`src/rtl/blink_rate_decoder_if.sv`:
```
// Bus between the blinking-light source side and the rate decoder.
// The master drives tick and light_in and observes the measurement results.
interface blink_rate_decoder_if #(
    parameter int unsigned CNT_W = 4
);
    logic             tick;
    logic             light_in;
    logic [CNT_W-1:0] half_period;
    logic             period_valid;
    logic [3:0]       rate_code;
    logic             locked;
    logic             stalled;

    modport master (
        output tick,
        output light_in,
        input  half_period,
        input  period_valid,
        input  rate_code,
        input  locked,
        input  stalled
    );

    modport slave (
        input  tick,
        input  light_in,
        output half_period,
        output period_valid,
        output rate_code,
        output locked,
        output stalled
    );
endinterface

```
`src/rtl/blink_rate_decoder.sv`:
```
// Recovers the programmed blink rate from a light waveform: measures ticks between
// light edges, decodes the half-period to a one-hot rate, and flags lock and stall.
module blink_rate_decoder #(
    parameter int unsigned CNT_W     = 4,
    parameter int unsigned MAX_TICKS = 15
) (
    input logic                 clk,
    input logic                 rst,
    blink_rate_decoder_if.slave bus
);

    typedef enum logic [0:0] {StIdle, StCount} state_e;

    localparam logic [CNT_W-1:0] LastCnt = CNT_W'(MAX_TICKS - 1);

    state_e           state_q, state_d;
    logic [CNT_W-1:0] cnt_q, cnt_d;
    logic             light_d_q;
    logic [CNT_W-1:0] half_period_q, half_period_d;
    logic             valid_q, valid_d;
    logic [3:0]       rate_q, rate_d;
    logic             locked_q, locked_d;
    logic             stalled_q, stalled_d;
    // A capture has happened since the last arm from idle; gates lock detection.
    logic             have_cap_q, have_cap_d;

    logic             light_edge;
    logic [CNT_W-1:0] close_val;

    function automatic logic [3:0] decode(input logic [CNT_W-1:0] v);
        logic [3:0] r;
        r = 4'b0000;
        if (v == CNT_W'(1)) r = 4'b0001;
        if (v == CNT_W'(2)) r = 4'b0010;
        if (v == CNT_W'(4)) r = 4'b0100;
        if (v == CNT_W'(8)) r = 4'b1000;
        return r;
    endfunction

    assign light_edge = bus.light_in ^ light_d_q;
    // A tick landing on the closing edge still belongs to the interval being closed.
    assign close_val  = cnt_q + {{(CNT_W-1){1'b0}}, bus.tick};

    // Next-state logic: measurement FSM, capture and flag updates.
    always_comb begin
        state_d       = state_q;
        cnt_d         = cnt_q;
        half_period_d = half_period_q;
        valid_d       = 1'b0;
        rate_d        = rate_q;
        locked_d      = locked_q;
        stalled_d     = stalled_q;
        have_cap_d    = have_cap_q;
        unique case (state_q)
            StIdle: begin
                cnt_d = '0;
                if (light_edge) begin
                    state_d    = StCount;
                    stalled_d  = 1'b0;
                    have_cap_d = 1'b0;
                end
            end
            StCount: begin
                if (light_edge) begin
                    cnt_d = '0;
                    // Zero-tick intervals are glitches: restart counting only.
                    if (close_val != '0) begin
                        half_period_d = close_val;
                        rate_d        = decode(close_val);
                        valid_d       = 1'b1;
                        locked_d      = have_cap_q && (close_val == half_period_q);
                        have_cap_d    = 1'b1;
                    end
                end else if (bus.tick) begin
                    if (cnt_q == LastCnt) begin
                        state_d   = StIdle;
                        cnt_d     = '0;
                        stalled_d = 1'b1;
                        locked_d  = 1'b0;
                    end else begin
                        cnt_d = cnt_q + CNT_W'(1);
                    end
                end
            end
            default: state_d = StIdle;
        endcase
    end

    // State register with synchronous reset.
    always_ff @(posedge clk) begin
        if (rst) begin
            state_q       <= StIdle;
            cnt_q         <= '0;
            light_d_q     <= 1'b0;
            half_period_q <= '0;
            valid_q       <= 1'b0;
            rate_q        <= 4'b0000;
            locked_q      <= 1'b0;
            stalled_q     <= 1'b0;
            have_cap_q    <= 1'b0;
        end else begin
            state_q       <= state_d;
            cnt_q         <= cnt_d;
            light_d_q     <= bus.light_in;
            half_period_q <= half_period_d;
            valid_q       <= valid_d;
            rate_q        <= rate_d;
            locked_q      <= locked_d;
            stalled_q     <= stalled_d;
            have_cap_q    <= have_cap_d;
        end
    end

    assign bus.half_period  = half_period_q;
    assign bus.period_valid = valid_q;
    assign bus.rate_code    = rate_q;
    assign bus.locked       = locked_q;
    assign bus.stalled      = stalled_q;

endmodule

```
`src/flat_wrapper.sv`:
```
// flat-port wrapper written by rule: the top's interface ports become plain ports
module blink_rate_decoder_flat 
#(
    parameter int unsigned CNT_W     = 4,
    parameter int unsigned MAX_TICKS = 15
)
  (clk, rst, bus_tick, bus_light_in, bus_half_period, bus_period_valid, bus_rate_code, bus_locked, bus_stalled);
  blink_rate_decoder_if #(.CNT_W(CNT_W)) bus_i ();
  input logic clk;
  input logic rst;
  input wire logic [$bits(bus_i.tick)-1:0] bus_tick;
  input wire logic [$bits(bus_i.light_in)-1:0] bus_light_in;
  output wire logic [$bits(bus_i.half_period)-1:0] bus_half_period;
  output wire logic [$bits(bus_i.period_valid)-1:0] bus_period_valid;
  output wire logic [$bits(bus_i.rate_code)-1:0] bus_rate_code;
  output wire logic [$bits(bus_i.locked)-1:0] bus_locked;
  output wire logic [$bits(bus_i.stalled)-1:0] bus_stalled;
  assign bus_i.tick = bus_tick;
  assign bus_i.light_in = bus_light_in;
  assign bus_half_period = bus_i.half_period;
  assign bus_period_valid = bus_i.period_valid;
  assign bus_rate_code = bus_i.rate_code;
  assign bus_locked = bus_i.locked;
  assign bus_stalled = bus_i.stalled;
  blink_rate_decoder #(.CNT_W(CNT_W), .MAX_TICKS(MAX_TICKS)) u_core (.clk(clk), .rst(rst), .bus(bus_i));
endmodule
```
`config.mk`:
```
export PLATFORM = sky130hd
export DESIGN_NAME = blink_rate_decoder_flat
export DESIGN_NICKNAME = d
export VERILOG_FILES = /design/src/rtl/blink_rate_decoder_if.sv /design/src/rtl/blink_rate_decoder.sv /design/src/flat_wrapper.sv
export SDC_FILE = /design/constraint.sdc
export NUM_CORES = 1
export LEC_CHECK = 0
export ABC_AREA = 0
export CORE_UTILIZATION = 53
export CTS_BUF_LIST = sky130_fd_sc_hd__clkbuf_2 sky130_fd_sc_hd__clkbuf_4 sky130_fd_sc_hd__clkbuf_8
export CTS_CLUSTER_DIAMETER = 30
export DETAILED_ROUTE_END_ITERATION = 7
export PLACE_DENSITY = 0.76
export RECOVER_POWER = 50
export SLEW_MARGIN = 40
export SYNTH_ARGS = -nofsm -noshare
export SYNTH_HDL_FRONTEND = slang
export SYNTH_SLANG_ARGS = --single-unit
export TNS_END_PERCENT = 20
```
`constraint.sdc`:
```
create_clock -name clk -period 2.6 [get_ports clk]
set_input_delay 0.65 -clock clk [delete_from_list [all_inputs] [get_ports clk]]
set_output_delay 0.65 -clock clk [all_outputs]
set_load 0.02 [all_outputs]
```
### After elaboration in Yosys (flattened, before gate mapping)

Index checks and enable logic that the tools add are counted.

| word-level totals | value |
|---|---|
| register bits | 18 |
| input bits | 4 |
| output and inout bits | 11 |
| word-level logic and storage cells | 63 |

| cells by class | value |
|---|---|
| add/sub/neg operators | 2 |
| equal/unequal tests | 14 |
| muxes and demuxes | 26 |
| bitwise gates (word level) | 3 |
| reduce and logical (&&, ||, !) cells | 9 |

Operators by type and width:

| cell | number |
|---|---|
| 1-bit two-way mux | 16 |
| 4-bit two-way mux | 4 |
| 2-bit != test (second input constant) | 6 |
| 4-bit equality test (second input constant) | 2 |
| 4-bit case mux with 2 select lines | 1 |
| 4-bit AND reduction | 2 |
| 1-bit case mux with 2 select lines | 3 |
| 3-bit AND reduction | 2 |
| 4-bit by 1-bit adder with 4-bit output | 1 |
| 4-bit by 1-bit adder with 4-bit output (second input constant) | 1 |
| 4-bit by 1-bit equality test with 1-bit output (second input constant) | 1 |
| 4-bit by 2-bit equality test with 1-bit output (second input constant) | 1 |
| 4-bit by 3-bit equality test with 1-bit output (second input constant) | 1 |
| 4-bit equality test | 1 |
| 2-bit nonzero test | 2 |
| 4-bit nonzero test | 1 |
| 3-bit two-way mux | 1 |
| 3-bit != test (second input constant) | 1 |
| 3-bit OR reduction | 1 |
| 2-bit two-way mux | 1 |
| 2-bit by 1-bit != test with 1-bit output (second input constant) | 1 |
| 1-bit NOT | 2 |
| 1-bit logical AND | 1 |
| 1-bit XOR | 1 |

### Depth between registers and ports, before layout

| depth | value |
|---|---|
| word-level depth | 6 |
| mapped depth | 7 |
| depth with buffers taken out | 7 |

### Worst setup path before layout

OpenSTA, ideal clock, no wires.

| timing path | value |
|---|---|
| path kind | input -> register |
| start point | input bus_tick |
| end point | register u_core.rate_q[3] (netlist: u_core.bus.rate_code[3]) |
| library setup time | 0.071 ns |
| arrival time | 2.235 ns |
| data required time | 2.529 ns |
| slack | 0.295 ns |
| stages on the path | 7 |
| path buffers | 0 |
| cells stage by stage | ha_1 -> ha_1 -> and2_1 -> a31oi_4 -> o21ai_4 -> or4_1 -> a21oi_1 |

| between the ends | value |
|---|---|
| word-level cells in the longest chain between the ends | 3 |
| elaborated cells on any way between the ends | 5 |
| those cells by class | 1 x add/sub; 1 x eq/ne; 1 x mux; 2 x reduce/logical |

RTL lines:

| element | RTL line | text |
|---|---|---|
| start: declaration | flat_wrapper.sv:11 | `input wire logic [$bits(bus_i.tick)-1:0] bus_tick;` |
| 4-bit by 1-bit adder with 4-bit output * | blink_rate_decoder.sv:42 | `assign close_val = cnt_q + {{(CNT_W-1){1'b0}}, bus.tick};` |
| 4-bit equality test or 4-bit nonzero test (tied branches) | blink_rate_decoder.sv:36, blink_rate_decoder.sv:67 |  |
| 4-bit two-way mux or 3-bit AND reduction (tied branches) | - |  |
| end signal: assignment | blink_rate_decoder.sv:107 | `rate_q <= rate_d;` |
| end: declaration | blink_rate_decoder.sv:21 | `logic [3:0] rate_q, rate_d;` |

Every way passes the cells marked *; elsewhere a longest branch is shown, timed or not.
A chain may end at the register's enable or synchronous reset.

### Final worst setup path

| timing path | value |
|---|---|
| start point | input bus_tick |
| end point | register u_core.locked_q (netlist: u_core.bus.locked) |

| between the ends | value |
|---|---|
| word-level cells in the longest chain between the ends | 5 |
| elaborated cells on any way between the ends | 9 |
| those cells by class | 1 x add/sub; 2 x eq/ne; 2 x mux; 4 x reduce/logical |

RTL lines:

| element | RTL line | text |
|---|---|---|
| 4-bit by 1-bit adder with 4-bit output | blink_rate_decoder.sv:42 |  |
| 4-bit equality test | blink_rate_decoder.sv:71 | `locked_d = have_cap_q && (close_val == half_period_q);` |
| 1-bit logical AND | blink_rate_decoder.sv:71 |  |
| 1-bit two-way mux | blink_rate_decoder.sv:67 | `if (close_val != '0) begin` |
| 1-bit two-way mux | blink_rate_decoder.sv:64 | `if (light_edge) begin` |
| end signal: assignment | blink_rate_decoder.sv:108 | `locked_q <= locked_d;` |
| end: declaration | blink_rate_decoder.sv:22 | `logic locked_q, locked_d;` |

Several ways; a longest one is shown, not always the timed one. The select of a mux whose other input is x is not followed.

==> results.json <==
{
  "nets": 137,
  "synth.area.top_cells": "dfxtp_1 (40%), ha_1 (5.6%), a21oi_1 (5.0%)",
  "root_buffer": "clkbuf_4",
  "placed_cells": 140,
  "dp_hpwl_um": 1420,
  "slowest_delay_ns": 0.43,
  "ys_ff_latch": 18,
  "fin_cells": 144,
  "clkTransAtPathRegs_ns": 0.10,
  "num_vias": 801,
  "leakage_uw": 0.000476,
  "start_util": 0.580,
  "fin_hold_ws_ns": 0.458,
  "core_area_um2": 1540,
  "max_freq_mhz": 409,
  "grt_pass1_vias": 772,
  "ctsHoldBuffers": 0,
  "placement.io_buffers": 14,
  "setup-tns-final_ns": 0,
  "io_pins": 15,
  "status": "completed",
  "synth_top_area_share": 0.403,
  "final_layout_size_suffix_gt1_frac": 0.156,
  "powerDensity_nw_per_um2": 461,
  "wl_per_cell_um": 12.6,
  "syn_avg_cell_area_um2": 8.93,
  "yosysTopAreaCell": "dfxtp_1",
  "die_w_um": 43.1,
  "arrival_ns": 2.67,
  "grt_pass1_wl_um": 3130,
  "post-cts-setup-buffers": 0,
  "synth_flop_cell": "dfxtp_1",
  "drc": 0,
  "grt_util_all_layers": 0.221,
  "synth-edff-count": 0,
  "path_buf_inv": 3,
  "seq_area_frac_synth": 0.403,
  "required_ns": 2.82,
  "num_antenna_cells": 0,
  "numCtsBuffers": 3,
  "area_growth_pct": 30.5,
  "cts_buffer_depth": 2,
  "netlist_area_um2": 893,
  "synth_nets": 108,
  "antenna_left": 0,
  "synth_most_common_cell": "dfxtp_1",
  "vdd_ir_drop_max_uv": 338,
  "htree_levels": 1,
  "crit_path_start_kind": "input port",
  "drt_iter0_markers": 14,
  "die-height_um": 43.1,
  "tightest_slew_ns": 0.609,
  "grt_max_degree": 16,
  "worstSkewPairLatency_ns": 0.28,
  "hold_path.class": "reg2reg",
  "crit_type": "in2reg",
  "slew_headroom": 0.594,
  "synth_commonest_cells": "dfxtp_1 (18), nor2_1 (12), a21oi_1 (9), nor3_1 (7), nand2_1 (6)",
  "ctsResizeCount": 0,
  "clock_sinks": 18,
  "fin_crit_sh": 0.941,
  "rows": 14,
  "total_power_uw": 538,
  "die-area_um2": 1850,
  "path_max_fanout": 4,
  "fin_util": 0.756,
  "hold_viol_final": 0,
  "rrSetupSlack_ns": 0.55,
  "yosys_warnings": 0,
  "period_minus_slack_ns": 2.45,
  "drt-total-wl_um": 1820,
  "slowest_stage": "clkdlybuf4s50_1",
  "antenna_found_initial": 0,
  "place.gp.congestion": 0.765,
  "yosysUniqueCellTypes": 32,
  "crit_chain": "clkdlybuf4s50_1 > ha_1 > ha_1 > nor3_1 > buf_4 > a31oi_4 > buf_4 > o21ba_2 > o21ai_0 > mux2i_1",
  "syn_inst": 100,
  "finClkSkew_ns": 0.00250,
  "drt_first_pass_iters": 4,
  "tritoncts": "done",
  "setup_viol": 0,
  "crit_family": "buffers and inverters",
  "via_per_inst": 5.56,
  "worstSetupEndpointType": "flop",
  "final_max_slew_viol_count": 0,
  "cap_violations": 0,
  "rsz0062_at_grt": "false",
  "async_reset_ff_frac": 0,
  "grt_overflow": 0
}
[final timing paths]
check	from	to	cells past startpoint
hold / removal	u_core.bus.rate_code[2]	u_core.bus.rate_code[2]	2
setup / recovery	bus_tick	u_core.bus.locked	10
setup reg to reg	u_core.cnt_q[0]	u_core.bus.rate_code[3]	8
hold reg to reg	u_core.bus.rate_code[2]	u_core.bus.rate_code[2]	2
[stage by stage]
stage | setup WS, ns | instance area [µm²]
2_1_floorplan | 0.295 | 893
3_3_place_gp | -0.0835 | 1140
3_5_place_dp | -0.146 | 1140
4_1_cts | 0.147 | 1170
5_1_grt | 0.00700 | 1170
6_report | 0.152 | 1170
[cell families after synthesis]
kind of cell / after synthesis / synth area share
and+or+nand+nor: 41 / 0.238
AOI/OAI and AO/OA: 23 / 0.189
DFF: 18 / 0.403
xor gates and xnor gates: 8 / 0.0784
buffers and inverters: 5 / 0.0238
adders and majority gates: 4 / 0.0560
muxes: 1 / 0.0112
[area by class of cell]
cell class / count / area [µm²]
Clock buffer: 4 / 36.3
Fill cell: 119 / 375
Inverter: 2 / 7.51
Multi-Input combinational cell: 77 / 512
Sequential cell: 18 / 360
Tap cell: 16 / 20.0
Timing Repair Buffer: 27 / 230
[registers in the layout (all words and copies together) (netlist names)]
signal,count
u_core.bus.half_period,4
u_core.bus.locked,1
u_core.bus.period_valid,1
u_core.bus.rate_code,4
u_core.bus.stalled,1
u_core.cnt_q,4
u_core.have_cap_q,1
u_core.light_d_q,1
u_core.state_q,1
[power by group]
group	total (µW)	leakage, µW	internal [µW]	switching (µW)
combinational	78.2	0.000309	37.6	40.6
sequential	292	0.000146	284	7.29
clock	168	0.0000210	85.2	83.2
[worst register-to-register path: cells and delay by family, from the launching register on]
family / cells / cell delay (ns)
buf+inv: 1 / 0.15
flops: 1 / 0.45
simple gates: 2 / 0.58
compound gates: 3 / 0.40
fa+ha+maj: 2 / 0.41
[routing by layer]
layer | up-vias | GRT usage | share of wire
li1 | 409 | - | -
met5 | - | 0 | 0
met3 | 2 | 0.0383 | 0.023
met2 | 7 | 0.373 | 0.48
met4 | 0 | 0.0727 | 0.0072
met1 | 383 | 0.285 | 0.49
[placed cells by master (no fill, tap or decap), types with 2 or more instances in the layout]
cell              n
xor2_1            3
dfxtp_1          18
nand3b_1          2
xnor2_1           5
o21a_1            3
nor3_1            7
inv_1             2
nor2_1           12
a21oi_1           9
clkbuf_1          2
clkdlybuf4s50_1   6
nor2b_1           2
o21ai_0           3
buf_4            11
nand3_1           2
ha_1              4
a22oi_1           2
dlygate4sd3_1     8
nand2_1           6
or4_1             2
nand4b_1          2
clkbuf_4          3
Power figures use the tool's default switching activity.
